[src/rtl/fwd_hazard_ctrl.sv]
// fwd_hazard_ctrl
// ---------------------------------------------------------------------------
// Forwarding and load-use hazard controller for a classic 5-stage pipeline.
// Keeps its own EX/MEM/WB destination-tag pipeline and, from those tags,
// drives the two ALU-operand forwarding mux selects. A load in EX whose
// destination is read by the instruction in ID stalls IF/ID for one cycle
// and turns the next EX slot into a bubble. Stall cycles are counted
// (saturating) for performance debug.
//
// Ports
//   clk, rst          clock (rising edge), asynchronous active-high reset
//   id_*              decoded fields of the instruction currently in ID
//   freeze            global pipeline hold: all tags and the counter hold
//   flush             squash the ID instruction (becomes an EX bubble)
//   stall             hold PC and IF/ID this cycle (combinational)
//   fwd_a_sel/b_sel   00 = register file, 01 = MEM/WB, 10 = EX/MEM
//   ex_bubble         EX stage currently holds a bubble
//   stall_count       saturating count of stall cycles
// ---------------------------------------------------------------------------
module fwd_hazard_ctrl #(
  parameter int RW = 5,
  parameter int CW = 16
) (
  input  logic          clk,
  input  logic          rst,
  input  logic          id_valid,
  input  logic [RW-1:0] id_rs,
  input  logic [RW-1:0] id_rt,
  input  logic          id_use_rs,
  input  logic          id_use_rt,
  input  logic [RW-1:0] id_dest,
  input  logic          id_regwrite,
  input  logic          id_memread,
  input  logic          freeze,
  input  logic          flush,
  output logic          stall,
  output logic [1:0]    fwd_a_sel,
  output logic [1:0]    fwd_b_sel,
  output logic          ex_bubble,
  output logic [CW-1:0] stall_count
);

  localparam logic [1:0] SEL_RF  = 2'b00;
  localparam logic [1:0] SEL_WB  = 2'b01;
  localparam logic [1:0] SEL_MEM = 2'b10;

  // EX tag
  logic          ex_valid_q,    ex_valid_d;
  logic [RW-1:0] ex_rs_q,       ex_rs_d;
  logic [RW-1:0] ex_rt_q,       ex_rt_d;
  logic          ex_use_rs_q,   ex_use_rs_d;
  logic          ex_use_rt_q,   ex_use_rt_d;
  logic [RW-1:0] ex_dest_q,     ex_dest_d;
  logic          ex_regwrite_q, ex_regwrite_d;
  logic          ex_memread_q,  ex_memread_d;
  // MEM tag (mem_load_q only feeds the hazard invariant check)
  logic [RW-1:0] mem_dest_q,     mem_dest_d;
  logic          mem_regwrite_q, mem_regwrite_d;
  logic          mem_load_q,     mem_load_d;
  // WB tag
  logic [RW-1:0] wb_dest_q,     wb_dest_d;
  logic          wb_regwrite_q, wb_regwrite_d;

  logic [CW-1:0] stall_count_q, stall_count_d;

  // Select for one operand. EX/MEM is checked first so the youngest
  // producer wins; register 0 is hard-wired and never forwarded.
  function automatic logic [1:0] fwd_select(input logic          valid,
                                             input logic          use_src,
                                             input logic [RW-1:0] src);
    logic [1:0] sel;
    sel = SEL_RF;
    if (valid && use_src) begin
      if (mem_regwrite_q && (mem_dest_q != '0) && (mem_dest_q == src))
        sel = SEL_MEM;
      else if (wb_regwrite_q && (wb_dest_q != '0) && (wb_dest_q == src))
        sel = SEL_WB;
    end
    return sel;
  endfunction

  assign fwd_a_sel = fwd_select(ex_valid_q, ex_use_rs_q, ex_rs_q);
  assign fwd_b_sel = fwd_select(ex_valid_q, ex_use_rt_q, ex_rt_q);
  assign ex_bubble = !ex_valid_q;

  // Load in EX feeding a source of the ID instruction. A flushed ID
  // instruction never stalls; it is discarded instead.
  always_comb begin
    stall = 1'b0;
    if (id_valid && !flush && ex_valid_q && ex_memread_q && ex_regwrite_q &&
        (ex_dest_q != '0)) begin
      stall = (id_use_rs && (id_rs == ex_dest_q)) ||
              (id_use_rt && (id_rt == ex_dest_q));
    end
  end

  assign stall_count = stall_count_q;

  always_comb begin
    // default: hold everything (covers freeze)
    ex_valid_d     = ex_valid_q;
    ex_rs_d        = ex_rs_q;
    ex_rt_d        = ex_rt_q;
    ex_use_rs_d    = ex_use_rs_q;
    ex_use_rt_d    = ex_use_rt_q;
    ex_dest_d      = ex_dest_q;
    ex_regwrite_d  = ex_regwrite_q;
    ex_memread_d   = ex_memread_q;
    mem_dest_d     = mem_dest_q;
    mem_regwrite_d = mem_regwrite_q;
    mem_load_d     = mem_load_q;
    wb_dest_d      = wb_dest_q;
    wb_regwrite_d  = wb_regwrite_q;
    stall_count_d  = stall_count_q;

    if (!freeze) begin
      wb_dest_d      = mem_dest_q;
      wb_regwrite_d  = mem_regwrite_q;
      mem_dest_d     = ex_dest_q;
      mem_regwrite_d = ex_valid_q && ex_regwrite_q;
      mem_load_d     = ex_valid_q && ex_regwrite_q && ex_memread_q;

      if (stall || flush || !id_valid) begin
        // bubble: all fields cleared so a bubble never looks like a producer
        ex_valid_d    = 1'b0;
        ex_rs_d       = '0;
        ex_rt_d       = '0;
        ex_use_rs_d   = 1'b0;
        ex_use_rt_d   = 1'b0;
        ex_dest_d     = '0;
        ex_regwrite_d = 1'b0;
        ex_memread_d  = 1'b0;
      end else begin
        ex_valid_d    = 1'b1;
        ex_rs_d       = id_rs;
        ex_rt_d       = id_rt;
        ex_use_rs_d   = id_use_rs;
        ex_use_rt_d   = id_use_rt;
        ex_dest_d     = id_dest;
        ex_regwrite_d = id_regwrite;
        ex_memread_d  = id_memread;
      end

      if (stall && (stall_count_q != {CW{1'b1}}))
        stall_count_d = stall_count_q + CW'(1);
    end
  end

  always_ff @(posedge clk or posedge rst) begin
    if (rst) begin
      ex_valid_q     <= 1'b0;
      ex_rs_q        <= '0;
      ex_rt_q        <= '0;
      ex_use_rs_q    <= 1'b0;
      ex_use_rt_q    <= 1'b0;
      ex_dest_q      <= '0;
      ex_regwrite_q  <= 1'b0;
      ex_memread_q   <= 1'b0;
      mem_dest_q     <= '0;
      mem_regwrite_q <= 1'b0;
      mem_load_q     <= 1'b0;
      wb_dest_q      <= '0;
      wb_regwrite_q  <= 1'b0;
      stall_count_q  <= '0;
    end else begin
      ex_valid_q     <= ex_valid_d;
      ex_rs_q        <= ex_rs_d;
      ex_rt_q        <= ex_rt_d;
      ex_use_rs_q    <= ex_use_rs_d;
      ex_use_rt_q    <= ex_use_rt_d;
      ex_dest_q      <= ex_dest_d;
      ex_regwrite_q  <= ex_regwrite_d;
      ex_memread_q   <= ex_memread_d;
      mem_dest_q     <= mem_dest_d;
      mem_regwrite_q <= mem_regwrite_d;
      mem_load_q     <= mem_load_d;
      wb_dest_q      <= wb_dest_d;
      wb_regwrite_q  <= wb_regwrite_d;
      stall_count_q  <= stall_count_d;
    end
  end

  // A load in MEM must never have a dependent instruction in EX: the stall
  // is what guarantees that consumer sits behind a bubble.
  a_no_load_use_in_mem : assert property (@(posedge clk) disable iff (rst)
    !(mem_load_q && (mem_dest_q != '0) && ex_valid_q &&
      ((ex_use_rs_q && (ex_rs_q == mem_dest_q)) ||
       (ex_use_rt_q && (ex_rt_q == mem_dest_q)))));

endmodule

[config.mk]
export PLATFORM = sky130hd
export DESIGN_NAME = fwd_hazard_ctrl
export DESIGN_NICKNAME = d
export VERILOG_FILES = /design/src/rtl/fwd_hazard_ctrl.sv
export SDC_FILE = /design/constraint.sdc
export NUM_CORES = 1
export LEC_CHECK = 0
export ABC_CLOCK_PERIOD_IN_PS = 2700
export CORE_MARGIN = 2
export CORE_UTILIZATION = 45
export CTS_CLUSTER_DIAMETER = 80
export CTS_CLUSTER_SIZE = 20
export DETAILED_ROUTE_END_ITERATION = 8
export HOLD_SLACK_MARGIN = 0.15
export PLACE_DENSITY = 0.73
export SETUP_SLACK_MARGIN = 0.05
export SYNTH_ARGS = -nofsm -noshare
export SYNTH_HDL_FRONTEND = slang
export SYNTH_SLANG_ARGS = --single-unit
[constraint.sdc]
create_clock -name clk -period 2.7 [get_ports clk]
set_clock_uncertainty 0.15 [all_clocks]
set_input_delay 0.405 -clock clk [delete_from_list [all_inputs] [get_ports clk]]
set_output_delay 0.405 -clock clk [all_outputs]
set_load 0.01 [all_outputs]
=== After elaboration in Yosys (flattened, before gate mapping) ===
Index checks and enable logic that the tools add are counted.

* Register bits after elaboration: 48
* Bits of input ports: 24
* Output and inout bits: 22
* Logic and storage cells: 64

* Add/subtract/negate cells: 1
* Equality and inequality tests: 7
* Muxes and demuxes: 15
* Bitwise gates (word level): 1
* Reductions and logical operators: 27

{| class="wikitable"
|+ Operators with widths
! operator !! number
|-
| == test 5 bit || 6
|-
| logical AND 1 bit || 17
|-
| adder 16 x 1 -> 16 bit, second input constant || 1
|-
| != test 16 bit, second input constant || 1
|-
| two-way mux 5 bit || 3
|-
| nonzero test 5 bit || 3
|-
| two-way mux 1 bit || 8
|-
| two-way mux 2 bit || 4
|-
| zero test 1 bit || 3
|-
| logical OR 1 bit || 3
|-
| AND reduction 2 bit || 1
|-
| NOT 1 bit || 1
|}

=== Logic depth before layout (Yosys ltp) ===
Gate-level depths: netlist of run 1.

* Depth in word-level cells: 10
* Depth in mapped cells: 8
* Gate-level depth less buffers: 6

=== Worst setup path before layout of run 1 ===
OpenSTA, ideal clock, no wires.

* Path kind: flip-flop to output port
* Start: register mem_dest_q[1]
* End: output fwd_b_sel[0]
* Data arrival time: 1.508 ns
* Required time: 2.145 ns
* Slack: 0.637 ns
* Stages on the path, launching flop included: 5
* Path buffers: 0
* Cells stage by stage: dfrtp_1 -> or4_1 -> o21ai_0 -> nor4_1 -> nor3_1

* Cells in the longest elaborated chain, start to end: 5
* Elaborated cells between the ends (all ways): 6
* Those cells by class: eq/ne: 1; mux: 2; reduce/logical: 3

{| class="wikitable"
|+ Ends and longest elaborated chain
! element !! line !! source
|-
| start: declaration || 57 || <nowiki>logic [RW-1:0] mem_dest_q, mem_dest_d;</nowiki>
|-
| start signal: assignment || 174 || <nowiki>mem_dest_q <= mem_dest_d;</nowiki>
|-
| nonzero test 5 bit || 74 || <nowiki>if (mem_regwrite_q && (mem_dest_q != '0) && (mem_dest_q == src))</nowiki>
|-
| logical AND 1 bit || 74 ||
|-
| logical AND 1 bit * || 74 ||
|-
| two-way mux 2 bit * || 74 ||
|-
| two-way mux 2 bit * || 73 || <nowiki>if (valid && use_src) begin</nowiki>
|-
| end: declaration || 38 || <nowiki>output logic [1:0] fwd_b_sel,</nowiki>
|}

Every way passes the cells marked *; elsewhere a longest branch is shown, timed or not.

=== Worst setup path in the final report of run 1 ===
Ends and elaborated chain as after synthesis.

==> results of run 1 <==
==> worst max-delay path by stage <==
stage,start,end
3_5_place_dp,id_rt[4],stall
3_3_place_gp,id_rt[4],stall
4_1_cts,mem_dest_q[1]$_DFFE_PP0N_,fwd_b_sel[0]
5_1_grt,id_rs[1],stall
2_1_floorplan,mem_dest_q[1]$_DFFE_PP0N_,fwd_b_sel[0]
6_report,mem_dest_q[1]$_DFFE_PP0N_,fwd_b_sel[0]
==> metal layers <==
layer  vias to the layer above  routed length (um)  part of all wire
met3                        10                 280             0.053
met5                         -                   0                 0
met2                        46                2510              0.47
met1                       862                2420              0.46
met4                         0                  94             0.018
li1                        819                   -                 -
==> state kept, by name, summed over array words and instances (netlist names) <==
name and cells:
stall_count 16, ex_use_rt_q 1, ex_rs_q 5, mem_regwrite_q 1, wb_dest_q 5, ex_memread_q 1, ex_dest_q 5, mem_dest_q 5
ex_rt_q 5, wb_regwrite_q 1, ex_use_rs_q 1, ex_valid_q 1, ex_regwrite_q 1
==> through the flow <==
stage	std cells	area, um^2
floorplan	195	2330
global placement	310	2890
detailed placement	310	2890
CTS	321	3030
global route	323	3060
finish	323	3060
==> placed cells by master (no fill, tap or decap), types with 2 or more instances in the layout <==
cell type,synthesis,routed
dfrtp_1,48,48
clkdlybuf4s50_1,0,40
xnor2_1,31,30
a22o_1,19,19
xor2_1,14,14
mux2_2,12,12
buf_4,0,12
nand4_1,10,10
nand3_1,8,8
and3_1,8,8
nand2_1,6,6
clkbuf_8,0,5
dlygate4sd2_1,0,5
and4_1,4,4
nor3_1,3,3
and2_1,4,3
nor2_1,2,2
or4_1,2,2
nor4_2,0,2
o21ai_0,3,2
nor4_1,4,2
==> layout make-up <==
type	count	share of cell area
flip-flops and latches	48	0.393
multi-input cells	137	0.359
repair buffers	58	0.181
well taps	70	0.0287
clock buffers	6	0.0237
clock inverters	2	0.0115
inverters	2	0.00246
==> cells by family after synthesis <==
kind of cell / after synthesis
buffers and inverters: 10
flip-flops: 48
XOR/XNOR: 45
AO/OA/AOI/OAI: 26
adder cells (fa/ha/maj): 1
AND/OR/NAND/NOR: 53
multiplexers: 12
==> power groups by stage <==
| stage | clock network [uW] | registers [uW] | logic, uW |
|---|---|---|---|
| floorplan | 0 | 793 | 113 |
| global placement | 0 | 803 | 182 |
| detailed placement | 0 | 805 | 184 |
| CTS | 526 | 791 | 194 |
| global route | 556 | 796 | 217 |
| finish | 514 | 791 | 197 |
==> timing repair <==
action                                 4_1_cts  5_1_grt
buffers inserted                             3        2
setup endpoints to repair                    5        3
endpoints found under the hold margin        0        0
gates resized for setup                     10        2
pin swaps                                    3        2
==> summary.md, run 1 <==
| Metric | Value |
|---|---|
| Fill count | `approximately 430` |
| Crit-path max FO | `2` |
| Post-DR vias/cell | `around 5.4` |
| CTS Hold Bufs | `0` |
| Detail Route Antenna Nets | `0` |
| Clock share of power | `0.342` |
| Boundary Pins | `46` |
| Top delay family on crit path | `simple AND/OR/NAND/NOR gates` |
| Ys async rst share | `1.00` |
| Syn Std Cell Area | `approximately 0.0023 mm^2` |
| Syn Nets | `between 200 and 250` |
| Final WL | `5310 um` |
| TNS Setup | `0 ps` |
| #FFs+latches synth | `48` |
| Layout cells sized above 1 | `0.154` |
| Die width | `75.9 um` |
| Post-Syn Instances | `195` |
| Worst Path Class, Setup | `reg2out` |
| Maximum vdd ir drop | `about 0.33 mV` |
| Relative slew slack | `0.664` |
| Antenna Cells | `0` |
| Critical Path RT | `around 2100 ps` |
| Initial antenna violation count | `0` |
| P_sw | `between 300 and 400 uW` |
| Mux cell area share after synthesis | `0.0581` |
| DRC | `0` |
| Synth top area cells | `dfrtp_1, xnor2_1, a22o_1` |
| GP Congestion | `just under 0.8` |
| Tcrit/Tclk final | `0.955` |
| Logic gate share of total power | `0.131` |
| Final core occ | `0.606` |
| Count leader, synth | `dfrtp_1` |
| Synth Area in Compound Gates | `0.0898` |
| Clock root buffer | `clkbuf_8` |
| Nets | `277` |
| Power Internal | `1140 uW` |
| Drt first-iter violations | `approximately 80` |
| Fin. max-slew vios | `0` |
| Met1 usage | `0.264` |
| Overall via count from detail_route | `approximately 1700` |
| FF/Latch Area | `~0.0012 mm^2` |
| Share of the synthesized area in the top cell type | `0.516` |
| Reg power frac | `0.527` |
| Commonest cells in the netlist | `dfrtp_1, xnor2_1, a22o_1` |
| Max_cap viols | `0` |
| Syn avg cell area | `about 12 um^2` |
| Unique cell type count in the Yosys netlist | `26` |
| CTS tree | `built` |
| Worst min path class | `in2async` |
| Worst hold margin | `between 200 and 300 ps` |
| Worst r2r path cells | `7` |
| GR Util met2 | `0.304` |
| Core Area | `about 0.005 mm^2` |
| First-pass GRT wire length | `~8900 um` |
| Clk slew on worst S/H paths | `~90 ps` |
| CTS H-tree lvls | `2` |
| Post-DP HPWL | `3710 um` |
| CP peak stage delay | `approximately 540 ps` |
| Grt total ovfl | `0` |
| Power Dens Cells | `~500 mW/mm^2` |
| Sequential-to-total area share from yosys stat | `0.516` |
| Synth Area in Adders | `0.00538` |
| EDFF count, synth | `0` |
| Post-synthesis simple-gate area fraction | `0.135` |
| XOR/XNOR Fraction of Synth Area | `0.169` |
| Startpoint Class | `flop` |
| Worst skew pair latency | `300 ps` |
| Switching share of power | `0.243` |
| Pin count of the biggest net entering global routing | `34` |
| TritonRoute pass-1 iters | `4` |
| Area leader, netlist | `dfrtp_1` |
| Placement Rows | `26` |
| Clock Sink Count | `48` |
| R2r setup slk | `620 ps` |
| Area growth syn-to-layout | `31.3%` |
| Final Power | `1500 uW` |
| Port buffer count | `45` |
| Crit path capture type | `output pin` |
| Status | `complete, no violations` |
| Measured slew at the worst slew-check pin | `504 ps` |
| Die area | `between 0.005 and 0.006 mm^2` |
| FF-to-FF Start | `ex_dest_q[4]$_DFFE_PP0N_` |
| WL/cell | `about 16 um` |
| Final hold vios | `0` |
| Vias in the first global route | `1765` |
| Leakage | `roughly 0.0014 uW` |
| Ys Warns | `0` |
| Total CTS buffers | `5` |
| Slowest CP cell | `or4_1` |
| Largest family of logic cells by synthesized area | `XOR/XNOR gates` |
| Global Route Usage Sum | `0.193` |
| Die height | `~76 um` |
| GRT busiest layer | `met2` |
| Fin crit period | `roughly 2600 ps` |
| Area occupied by multi-input gates | `between 0.001 and 0.0015 mm^2` |
| CP arrival | `2020 ps` |
| Fmax | `0.388 GHz` |
| Clock buffer depth | `2` |
| Buf+Inv Stages, Crit Path | `2` |
| Post-synth top flop | `dfrtp_1` |
| Dpl ws | `-130 ps` |
| Reg-to-Reg End | `stall_count[1]$_DFFE_PP0P_` |
| Setup ws final | `between 100 and 150 ps` |
| # setup viols final | `0` |
| Worst-path cell chain | `or4_1 -> o21ai_2 -> buf_4 -> nor4_2 -> nor3_1 -> dlygate4sd2_1` |
| RSZ-0062 raised after global routing | `no` |
| Met3 usage | `0.0476` |
| Initial core utilization | `0.462` |
| Crit. path cell count | `6` |
Power figures use the tool's default switching activity.
==> inputs of run 2 (changes only) <==
--- a/config.mk
+++ b/config.mk
@@ -5,14 +5,14 @@
 export SDC_FILE = /design/constraint.sdc
 export NUM_CORES = 1
 export LEC_CHECK = 0
-export ABC_CLOCK_PERIOD_IN_PS = 2700
+export ABC_CLOCK_PERIOD_IN_PS = 2050
 export CORE_MARGIN = 2
 export CORE_UTILIZATION = 45
-export CTS_CLUSTER_DIAMETER = 80
+export CTS_CLUSTER_DIAMETER = 40
 export CTS_CLUSTER_SIZE = 20
 export DETAILED_ROUTE_END_ITERATION = 8
 export HOLD_SLACK_MARGIN = 0.15
-export PLACE_DENSITY = 0.73
+export PLACE_DENSITY = 0.76
 export SETUP_SLACK_MARGIN = 0.05
 export SYNTH_ARGS = -nofsm -noshare
 export SYNTH_HDL_FRONTEND = slang
==> constraint.sdc (replaced) <==
create_clock -name clk -period 2.05 [get_ports clk]
set_clock_uncertainty 0.15 [all_clocks]
set_input_delay 0.3075 -clock clk [delete_from_list [all_inputs] [get_ports clk]]
set_output_delay 0.3075 -clock clk [all_outputs]
set_load 0.01 [all_outputs]
==> run 2 against run 1 <==
Compared with the run above:
- the run now ends with negative setup slack left
- hold slack worse by 110 ps
- sequential share of layout area down 3.7 points
- design area up 11%
- setup slack worse by 400 ps
- first-iteration DRC count up 60%
- routed wire length up 11%
- clock power up 46%
- cell count up 11%
- core utilization up 6.6 points
==> summary.md, run 2 (synthesis results as in run 1) <==
| Metric | Value |
|---|---|
| Failing checks | `negative setup slack` |
| Relative slew slack | `0.699 (was 0.664)` |
| Clock root buffer | `clkbuf_8 (unchanged)` |
| Status | `finished, violations left (was complete, no violations)` |
| Detail Route Antenna Nets | `0 (unchanged)` |
| DRC | `0 (unchanged)` |
| Total CTS buffers | `5 (unchanged)` |
| Tcrit/Tclk final | `1.14` |
| Global Route Usage Sum | `0.211 (was 0.193)` |
| Antenna Cells | `0 (unchanged)` |
| Max_cap viols | `0 (unchanged)` |
| Most common cell after layout, fill and taps aside | `dfrtp_1 (unchanged)` |
| Setup ws final | `-282 ps (was 121 ps)` |
| WL/cell | `16.5 um (was 16.4 um)` |
| Core Area | `0.00504 mm^2 (unchanged)` |
| Die width | `75.9 um (unchanged)` |
| Post-DR vias/cell | `5.25 (was 5.38)` |
| FF-to-FF Start | `stall_count[14]$_DFFE_PP0P_ (was ex_dest_q[4]$_DFFE_PP0N_)` |
| Worst-path cell chain | `or4_4 -> o21ai_2 -> buf_4 -> nor4_4 -> and3_1 -> buf_2 (was or4_1 -> o21ai_2 -> buf_4 -> nor4_2 -> nor3_1 -> dlygate4sd2_1)` |
| Buf+Inv Stages, Crit Path | `2 (unchanged)` |
| Reg power frac | `0.492 (was 0.527)` |
| Drt first-iter violations | `125 (was 78)` |
| Top delay family on crit path | `simple AND/OR/NAND/NOR gates (unchanged)` |
| Final hold vios | `0 (unchanged)` |
| # setup viols final | `5 (was 0)` |
| Fin. max-slew vios | `0 (unchanged)` |
| Worst min path class | `in2async (unchanged)` |
| Maximum vdd ir drop | `0.303 mV (was 0.334 mV)` |
| Final WL | `5910 um (was 5310 um)` |
| Boundary Pins | `46 (unchanged)` |
| Max FFs per register | `16 (unchanged)` |
| TNS Setup | `-1130 ps (was 0 ps)` |
| Worst Path Class, Setup | `reg2out (unchanged)` |
| Initial core utilization | `0.462 (unchanged)` |
| Die height | `75.9 um (unchanged)` |
| Clock buffer depth | `2 (unchanged)` |
| Crit-path max FO | `2 (unchanged)` |
| Port buffer count | `45 (unchanged)` |
| Clk slew on worst S/H paths | `90 ps (about the same)` |
| Area growth syn-to-layout | `45.6% (was 31.3%)` |
| TritonRoute pass-1 iters | `4 (unchanged)` |
| Overall via count from detail_route | `1875 (was 1737)` |
| Worst skew pair latency | `300 ps (about the same)` |
| RSZ-0062 raised after global routing | `yes (was no)` |
| Grt total ovfl | `0 (unchanged)` |
| Power Internal | `1600 uW (was 1140 uW)` |
| P_sw | `504 uW (was 365 uW)` |
| Pin count of the biggest net entering global routing | `34 (unchanged)` |
| Fin crit period | `2330 ps` |
| Power Dens Cells | `620 mW/mm^2 (was 491 mW/mm^2)` |
| GP Congestion | `0.885 (was 0.790)` |
| Logic gate share of total power | `0.150 (was 0.131)` |
| Placement Rows | `26 (unchanged)` |
| Leakage | `0.00165 uW (was 0.00143 uW)` |
| Vias in the first global route | `1985 (was 1765)` |
| Post-route cell area | `0.00339 mm^2 (was 0.00306 mm^2)` |
| Critical Path RT | `1590 ps (was 2140 ps)` |
| Fill count | `393 (was 428)` |
| Startpoint Class | `flop (unchanged)` |
| CP peak stage delay | `540 ps (about the same)` |
| Clock Sink Count | `48 (unchanged)` |
| Worst r2r path cells | `6 (was 7)` |
| Fmax | `0.429 GHz` |
| CTS tree | `built (unchanged)` |
| Commonest non-fill, non-tap cells in the layout | `dfrtp_1, buf_4, clkdlybuf4s50_1, xnor2_1, a22o_1 (was dfrtp_1, clkdlybuf4s50_1, xnor2_1, a22o_1, xor2_1)` |
| DP Area | `0.00316 mm^2 (was 0.00289 mm^2)` |
| Initial antenna violation count | `0 (unchanged)` |
| Post-DP HPWL | `4190 um (was 3710 um)` |
| First-pass GRT wire length | `9700 um (was 8920 um)` |
| CP arrival | `1870 ps (was 2020 ps)` |
| R2r setup slk | `150 ps (was 620 ps)` |
| CTS H-tree lvls | `2 (unchanged)` |
| Worst hold margin | `181 ps (was 294 ps)` |
| Switching share of power | `0.240 (was 0.243)` |
| Slowest CP cell | `or4_4 (was or4_1)` |
| Die area | `0.00576 mm^2 (unchanged)` |
| Clock share of power | `0.358 (was 0.342)` |
| Nets | `311 (was 277)` |
| Dpl ws | `-596 ps (was -130 ps)` |
| Measured slew at the worst slew-check pin | `451 ps (was 504 ps)` |
| Final Power | `2100 uW (was 1500 uW)` |
| Crit path capture type | `output pin (unchanged)` |
| Reg-to-Reg End | `stall_count[1]$_DFFE_PP0P_ (unchanged)` |
| Layout cells sized above 1 | `0.321 (was 0.154)` |
==> run 2: changes by cell type in the layout (fill, tap and decap cells not counted), moves of 4 or more <==
cell	before	now
clkdlybuf4s50_1	40	29
buf_4	12	42
xnor2_2	1	5
xnor2_1	30	26
dlygate4sd2_1	5	10
buf_2	0	6
==> run 2: routing by layer <==
metal | GRT usage | up-vias | share of wire
li1 | - | 892 | -
met1 | 0.257 | 933 | 0.40
met2 | 0.369 | 45 | 0.53
met3 | 0.0595 | 5 | 0.062
met4 | 0.0564 | 0 | 0.0071
met5 | 0 | - | 0
==> run 2: how the worst max path moves through the flow <==
stage | start | to | cells after the start
after floorplan | mem_dest_q[1]$_DFFE_PP0N_ | fwd_b_sel[0] | 4
after global placement | id_rs[3] | stall | 7
after detailed placement | id_rt[3] | stall | 7
after CTS | mem_dest_q[2]$_DFFE_PP0N_ | fwd_b_sel[1] | 6
after global routing | mem_dest_q[4]$_DFFE_PP0N_ | fwd_a_sel[0] | 6
final | mem_dest_q[4]$_DFFE_PP0N_ | fwd_a_sel[1] | 6
==> run 2: layout make-up <==
| type | instances | area [um^2] | share of cell area |
|---|---|---|---|
| Tap cell | 70 | 87.6 | 0.0258 |
| Multi-Input combinational cell | 137 | 1160 | 0.343 |
| Clock inverter | 1 | 30.0 | 0.00886 |
| Clock buffer | 7 | 96.3 | 0.0284 |
| Inverter | 2 | 7.51 | 0.00222 |
| Timing Repair Buffer | 92 | 798 | 0.236 |
| Sequential cell | 48 | 1200 | 0.356 |
==> run 2: what timing repair did <==
| item | 4_1_cts | 5_1_grt |
|---|---|---|
| buffers inserted | 2 | 1 |
| pin swaps | 14 | 12 |
| endpoints found under the setup margin | 16 | 14 |
| hold buffers | 0 | 0 |
| gates cloned | 0 | 1 |
| resized for setup | 45 | 10 |
==> run 2: stage by stage <==
stage	utilization	std cells
floorplan	-	195
global placement	0.627	345
global route	0.672	357
CTS	0.660	355
detailed placement	0.627	345
finish	0.672	357
==> run 2: power groups by stage <==
stage | sequential (uW) | clock [uW] | combinational [uW]
4_1_cts | 1030 | 756 | 308
5_1_grt | 1040 | 810 | 345
3_5_place_dp | 1050 | 0 | 297
3_3_place_gp | 1050 | 0 | 291
2_1_floorplan | 1040 | 0 | 148
6_report | 1030 | 751 | 316
==> inputs of run 3 (changes only) <==
--- a/config.mk
+++ b/config.mk
@@ -5,6 +5,7 @@
 export SDC_FILE = /design/constraint.sdc
 export NUM_CORES = 1
 export LEC_CHECK = 0
+export ABC_AREA = 1
 export ABC_CLOCK_PERIOD_IN_PS = 2050
 export CORE_MARGIN = 2
 export CORE_UTILIZATION = 45
@@ -12,7 +13,7 @@
 export CTS_CLUSTER_SIZE = 20
 export DETAILED_ROUTE_END_ITERATION = 8
 export HOLD_SLACK_MARGIN = 0.15
-export PLACE_DENSITY = 0.76
+export PLACE_DENSITY = 0.74
 export SETUP_SLACK_MARGIN = 0.05
 export SYNTH_ARGS = -nofsm -noshare
 export SYNTH_HDL_FRONTEND = slang
==> run 3 against run 2 <==
Compared with the run above:
- the run still ends with negative setup slack left
- combinational power rose by 11%
- fmax grew 13%
- count of clock-buffer cells in the layout decreased by 1
- sequential share of layout area down 2.6 points
- first-iteration DRC count grew 25%
- die area up 14%
- power is 2.0% lower
- non-clock buffer count is 13 lower
- design area increased by 8.0%
==> summary.md, run 3 <==
| Metric | Value |
|---|---|
| Dpl ws | `-372 ps (was -596 ps)` |
| Worst min path class | `in2reg (was in2async)` |
| Post-Place Cells | `492 (was 345)` |
| Maximum vdd ir drop | `0.335 mV (was 0.303 mV)` |
| Relative slew slack | `0.812 (was 0.699)` |
| Leakage | `0.00185 uW (was 0.00165 uW)` |
| Unique cell type count in the Yosys netlist | `32 (was 26)` |
| Setup ws final | `-14.2 ps (was -282 ps)` |
| Syn Std Cell Area | `0.00267 mm^2 (was 0.00233 mm^2)` |
| Grt total ovfl | `0 (unchanged)` |
| Area occupied by multi-input gates | `0.00139 mm^2 (was 0.00116 mm^2)` |
| Power Dens Cells | `562 mW/mm^2 (was 620 mW/mm^2)` |
| Fin cells | `511 (was 357)` |
| Drt first-iter violations | `156 (was 125)` |
| # setup viols final | `3 (was 5)` |
| Failing checks | `negative setup slack (unchanged)` |
| Commonest non-fill, non-tap cells in the layout | `nand2_1, dfrtp_1, clkdlybuf4s50_1, buf_4, inv_1 (was dfrtp_1, buf_4, clkdlybuf4s50_1, xnor2_1, a22o_1)` |
| CTS H-tree lvls | `2 (unchanged)` |
| Ys Warns | `0 (unchanged)` |
| Tcrit/Tclk final | `1.01 (was 1.14)` |
| Logic gate share of total power | `0.171 (was 0.150)` |
| CTS Hold Bufs | `0 (unchanged)` |
| CP peak stage delay | `440 ps (was 540 ps)` |
| Worst-path cell chain | `xnor2_1 -> nand2_1 -> nor3_2 -> nand4_1 -> nor3_1 -> buf_2 (was or4_4 -> o21ai_2 -> buf_4 -> nor4_4 -> and3_1 -> buf_2)` |
| Hold depth | `3` |
| Detail Route Antenna Nets | `0 (unchanged)` |
| Fin crit period | `2060 ps (was 2330 ps)` |
| TritonRoute pass-1 iters | `4 (unchanged)` |
| Layout cells sized above 1 | `0.197 (was 0.321)` |
| Startpoint Class | `flop (unchanged)` |
| Final Power | `2060 uW (was 2100 uW)` |
| WL/cell | `13.2 um (was 16.5 um)` |
| Die width | `81.0 um (was 75.9 um)` |
| Sequential-to-total area share from yosys stat | `0.450 (was 0.516)` |
| Fmax | `0.484 GHz (was 0.429 GHz)` |
| Vias in the first global route | `2557 (was 1985)` |
| Antenna Cells | `0 (unchanged)` |
| Overall via count from detail_route | `2550 (was 1875)` |
| Core Area | `0.00582 mm^2 (was 0.00504 mm^2)` |
| #FFs+latches synth | `48 (unchanged)` |
| Boundary Pins | `46 (unchanged)` |
| Reg power frac | `0.502 (was 0.492)` |
| DRC | `0 (unchanged)` |
| Commonest cells in the netlist | `nand2_1, dfrtp_1, inv_1 (was dfrtp_1, xnor2_1, a22o_1)` |
| Clk slew on worst S/H paths | `80 ps (was 90 ps)` |
| Initial antenna violation count | `0 (unchanged)` |
| Syn Nets | `382 (was 220)` |
| Worst skew pair latency | `300 ps (about the same)` |
| GP Congestion | `0.935 (was 0.885)` |
| Clock share of power | `0.327 (was 0.358)` |
| Power Internal | `1520 uW (was 1600 uW)` |
| Post-DR vias/cell | `4.99 (was 5.25)` |
| Final hold vios | `0 (unchanged)` |
| Post-Syn Instances | `357 (was 195)` |
| CTS tree | `built (unchanged)` |
| Total CTS buffers | `5 (unchanged)` |
| Pin count of the biggest net entering global routing | `49 (was 34)` |
| Most common cell after layout, fill and taps aside | `nand2_1 (was dfrtp_1)` |
| Final WL | `6770 um (was 5910 um)` |
| Fill count | `512 (was 393)` |
| Status | `finished, violations left (unchanged)` |
| Global Route Usage Sum | `0.222 (was 0.211)` |
| Port buffer count | `45 (unchanged)` |
| Clock buffer depth | `2 (unchanged)` |
| Syn avg cell area | `7.48 um^2 (was 11.9 um^2)` |
| Area leader, netlist | `dfrtp_1 (unchanged)` |
| Share of the synthesized area in the top cell type | `0.450 (was 0.516)` |
| Initial core utilization | `0.459 (was 0.462)` |
| Die area | `0.00656 mm^2 (was 0.00576 mm^2)` |
| FF/Latch Area | `0.00120 mm^2 (unchanged)` |
| Switching share of power | `0.259 (was 0.240)` |
| Worst Path Class, Setup | `reg2out (unchanged)` |
| Nets | `460 (was 311)` |
| Ys async rst share | `1.00 (unchanged)` |
| Placement Rows | `28 (was 26)` |
| Post-synth top flop | `dfrtp_1 (unchanged)` |
| Clock root buffer | `clkbuf_8 (unchanged)` |
| Fin. max-slew vios | `0 (unchanged)` |
| Measured slew at the worst slew-check pin | `280 ps (was 451 ps)` |
| Crit-path max FO | `4 (was 2)` |
| Count leader, synth | `nand2_1 (was dfrtp_1)` |
| Met3 usage | `0.0444 (was 0.0595)` |
| Worst r2r path cells | `10 (was 6)` |
| Critical Path RT | `1590 ps (about the same)` |
| CP arrival | `1610 ps (was 1870 ps)` |
| Max_cap viols | `0 (unchanged)` |
| First-pass GRT wire length | `11400 um (was 9700 um)` |
| Post-DP HPWL | `4740 um (was 4190 um)` |
| TNS Setup | `-28.8 ps (was -1130 ps)` |
| GRT busiest layer | `met2 (unchanged)` |
| Die height | `81.0 um (was 75.9 um)` |
| Met1 usage | `0.272 (was 0.257)` |
| Worst hold margin | `183 ps (was 181 ps)` |
| Area growth syn-to-layout | `37.1% (was 45.6%)` |
| Crit path capture type | `output pin (unchanged)` |
| Clock Sink Count | `48 (unchanged)` |
| RSZ-0062 raised after global routing | `yes (unchanged)` |
| Synth top area cells | `dfrtp_1, nand2_1, inv_1 (was dfrtp_1, xnor2_1, a22o_1)` |
| EDFF count, synth | `0 (unchanged)` |
| GR Util met2 | `0.398 (was 0.369)` |
| Max FFs per register | `16 (unchanged)` |
| P_sw | `533 uW (was 504 uW)` |
| Slowest CP cell | `dfrtp_1 (was or4_4)` |
==> run 3: cells by family (layout without fill, tap and decap cells) <==
group,after synthesis,in the layout,share of synthesized area
AND/OR/NAND/NOR,212,212,0.340
flip-flops,48,48,0.450
buffers and inverters,42,121,0.0642
AO/OA/AOI/OAI,27,27,0.0525
XOR/XNOR,27,27,0.0886
adder cells (fa/ha/maj),1,1,0.00469
==> run 3: worst max-delay path, delay by kind of cell (launching register included) <==
family,cells,cell delay [ps]
xor+xnor,1,150
flops,1,440
buf+inv,1,150
simple gates,4,570
==> run 3: per-layer routing <==
layer | share of wire | routed length, um | vias up
li1 | - | - | 1278
met1 | 0.42 | 2830 | 1201
met2 | 0.53 | 3560 | 63
met3 | 0.044 | 296 | 8
met4 | 0.012 | 80 | 0
met5 | 0 | 0 | -
==> run 3: path summary, 6_finish.rpt <==
kind	start	to	slack [ps]
min	id_rs[2]	ex_rs_q[2]$_DFFE_PP0N_	180
min in group asynchronous	rst	ex_dest_q[1]$_DFFE_PP0N_	210
min reg2reg	wb_regwrite_q$_DFFE_PP0N_	wb_regwrite_q$_DFFE_PP0N_	360
max in group asynchronous	rst	mem_dest_q[2]$_DFFE_PP0N_	1290
max reg2reg	stall_count[0]$_DFFE_PP0P_	stall_count[3]$_DFFE_PP0P_	220
max	wb_dest_q[3]$_DFFE_PP0N_	fwd_a_sel[0]	-10
==> run 3: cell type report <==
cell class                 instances  area share
inverter                          34      0.0349
clock buffer                       6      0.0198
tap                               75      0.0256
clock inverter                     2     0.00957
multi-input combinational        267       0.380
timing repair buffer              79       0.201
sequential                        48       0.329
==> run 3: stage by stage <==
stage | util | instance area [um^2]
3_5_place_dp | 0.581 | 3380
5_1_grt | 0.629 | 3660
3_3_place_gp | 0.581 | 3380
4_1_cts | 0.613 | 3560
2_1_floorplan | - | 2670
6_report | 0.629 | 3660
==> run 3: timing repair <==
action	CTS	global route
endpoints found under the setup margin	5	11
setup buffers	4	7
resized for setup	40	21
pin swaps	10	11
==> run 3: power by group through the flow <==
stage / Sequential, uW / Combinational [uW] / Clock (uW)
finish: 1030 / 352 / 673
global route: 1040 / 390 / 735
CTS: 1030 / 326 / 692
detailed placement: 1050 / 294 / 0
global placement: 1040 / 289 / 0
floorplan: 1040 / 160 / 0
==> edit, RTL diff (config.mk and constraints of run 1) <==
`mem_dest_q` no longer has a reset.
--- a/src/rtl/fwd_hazard_ctrl.sv
+++ b/src/rtl/fwd_hazard_ctrl.sv
@@ -156,7 +156,6 @@
       ex_dest_q      <= '0;
       ex_regwrite_q  <= 1'b0;
       ex_memread_q   <= 1'b0;
-      mem_dest_q     <= '0;
       mem_regwrite_q <= 1'b0;
       mem_load_q     <= 1'b0;
       wb_dest_q      <= '0;
@@ -171,13 +170,16 @@
       ex_dest_q      <= ex_dest_d;
       ex_regwrite_q  <= ex_regwrite_d;
       ex_memread_q   <= ex_memread_d;
-      mem_dest_q     <= mem_dest_d;
       mem_regwrite_q <= mem_regwrite_d;
       mem_load_q     <= mem_load_d;
       wb_dest_q      <= wb_dest_d;
       wb_regwrite_q  <= wb_regwrite_d;
       stall_count_q  <= stall_count_d;
     end
+  end
+
+  always_ff @(posedge clk) begin
+    mem_dest_q <= mem_dest_d;
   end
 
   // A load in MEM must never have a dependent instruction in EX: the stall
Check against the original RTL: same outputs for any inputs over 4 cycles, from zero or initial values and one cycle with rst high; that may be too few to reach the edited logic, so the function may still have changed.
==> edit against run 1 <==
- sequential cell count stayed put
- worst hold slack better by 0.053 ns
- worst setup slack better by 0.064 ns
- synthesized area is 5.1% higher
- routed wire length is 0.21% higher
- design area is 2.9% higher
- total power is 5.4% lower
- count of clock-buffer cells in the layout is 2 higher
- highest routed layer unchanged
==> edit: results (changes against run 1) <==
Setup path
The startpoint of the worst setup timing path is mem_dest_q[1] (unchanged). The critical path data arrival time is 1.96 ns (was 2.02 ns). The capturing element of the worst setup path is fwd_b_sel[1] (was fwd_b_sel[0]). The depth of the worst register-to-register path is 6 (was 7). The reg-to-reg critical path endpoint was ex_rs_q[2] (was stall_count[1]). The source of the worst register-to-register timing path is ex_dest_q[1] (was ex_dest_q[4]). The slack of the worst reg-to-reg path was 0.21 ns (was 0.62 ns).

Routing
The count of vias placed by the detailed router is 1774 (was 1737). The sum of routed wire length over all layers came to 5320 µm (was 5310 µm). The DRC marker count from the first detailed-route iteration came to 79 (was 78). The length of routed wiring on met1 is 2610 µm (was 2420 µm).

The routed wire length on met2 is 2460 µm (was 2510 µm). The met3 wirelength from detailed routing is 203 µm (was 280 µm). The detail-routed net length per standard cell is 16.0 µm (was 16.4 µm).

GRT
The number of global-route vias before repair is 1748 (was 1765). The met1 track utilization from global routing is 0.280 (was 0.264). The met3 global-route usage is 0.0349 (was 0.0476). The largest net degree at the start of global routing came to 44 (was 34).

The global routing usage on met2 is 0.286 (was 0.304).

Outcome
Run status: finished clean (unchanged).

Final layout
The net total in the final layout is 287 (was 277). The footprint of the multi-input gates is 0.00117 mm² (was 0.00110 mm²). The buffer count excluding the clock tree in the final layout is 59 (was 58). The relative area of clock buffers and inverters in the final design was 0.0287 (was 0.0352). The total of fill cells in the finished design was 422 (was 428). The number of multi-input combinational cells is 142 (was 137). The count of clock-net buffers in the final layout came to 8 (was 6). The layout inverter count without the clock tree is 6 (was 2).

The proportion of cell area occupied by registers came to 0.390 (was 0.393).

Synth
Largest cells by area after synthesis: dfrtp_1 (44%), xor2_1 (12%), a22o_1 (6.8%), edfxtp_1 (6.1%), nor4_2 (4.6%) (was dfrtp_1 (52%), xnor2_1 (12%), a22o_1 (7.2%), mux2_2 (5.8%), xor2_1 (5.3%)). The number of enable flip-flop cells after synthesis is 5 (was 0). Commonest cells in the netlist: dfrtp_1 (43), xor2_1 (34), a22o_1 (19), xnor2_1 (11) (was dfrtp_1 (48), xnor2_1 (31), a22o_1 (19), xor2_1 (14), mux2_2 (12)). The number of different library cells in the post-synthesis netlist was 32 (was 26). The synthesized netlist net count is 230 (was 220). The portion of the post-synthesis area used by sequential elements is 0.502 (was 0.516).

STA
The pin slew with the least headroom to its limit is 0.551 ns (was 0.504 ns). The highest attainable clock frequency is 398 MHz (was 388 MHz).

Pwr
The proportion of total power due to net switching came to 0.246 (was 0.243). The largest vdd supply drop came to 0.000345 V (was 0.000334 V). The leakage power of the design is 1.41 nW (was 1.43 nW).

Place
The HPWL after detailed placement came to 3740 µm (was 3710 µm).
==> edit: power groups by stage <==
stage	logic (mW)	registers, mW	clock network [mW]
3_3_place_gp	0.176	0.817	0
6_report	0.184	0.803	0.434
4_1_cts	0.184	0.802	0.446
3_5_place_dp	0.179	0.817	0
2_1_floorplan	0.109	0.805	0
5_1_grt	0.202	0.808	0.469
==> edit: worst register-to-register path: stages (launching register included) <==
cell,delay [ns]
dfrtp_1,0.39
buf_4,0.16
or4_1,0.53
o2111ai_2,0.23
buf_4,0.30
o21ba_2,0.46
a22o_1,0.21
==> edit: timing repair <==
item	CTS	global route
setup buffers	1	1
endpoints found under the setup margin	5	3
resized for setup	10	7
pin swaps	2	3
==> edit: cells by family (layout without fill, tap and decap cells) <==
logic type      Yosys count  in the layout  share of synthesized area
flops                    48             48                      0.502
fa+ha+maj                 1              1                    0.00512
buf+inv                  15             73                     0.0312
simple gates             62             62                      0.171
compound gates           27             27                     0.0977
mux                       7              7                     0.0322
xor+xnor                 45             45                      0.161
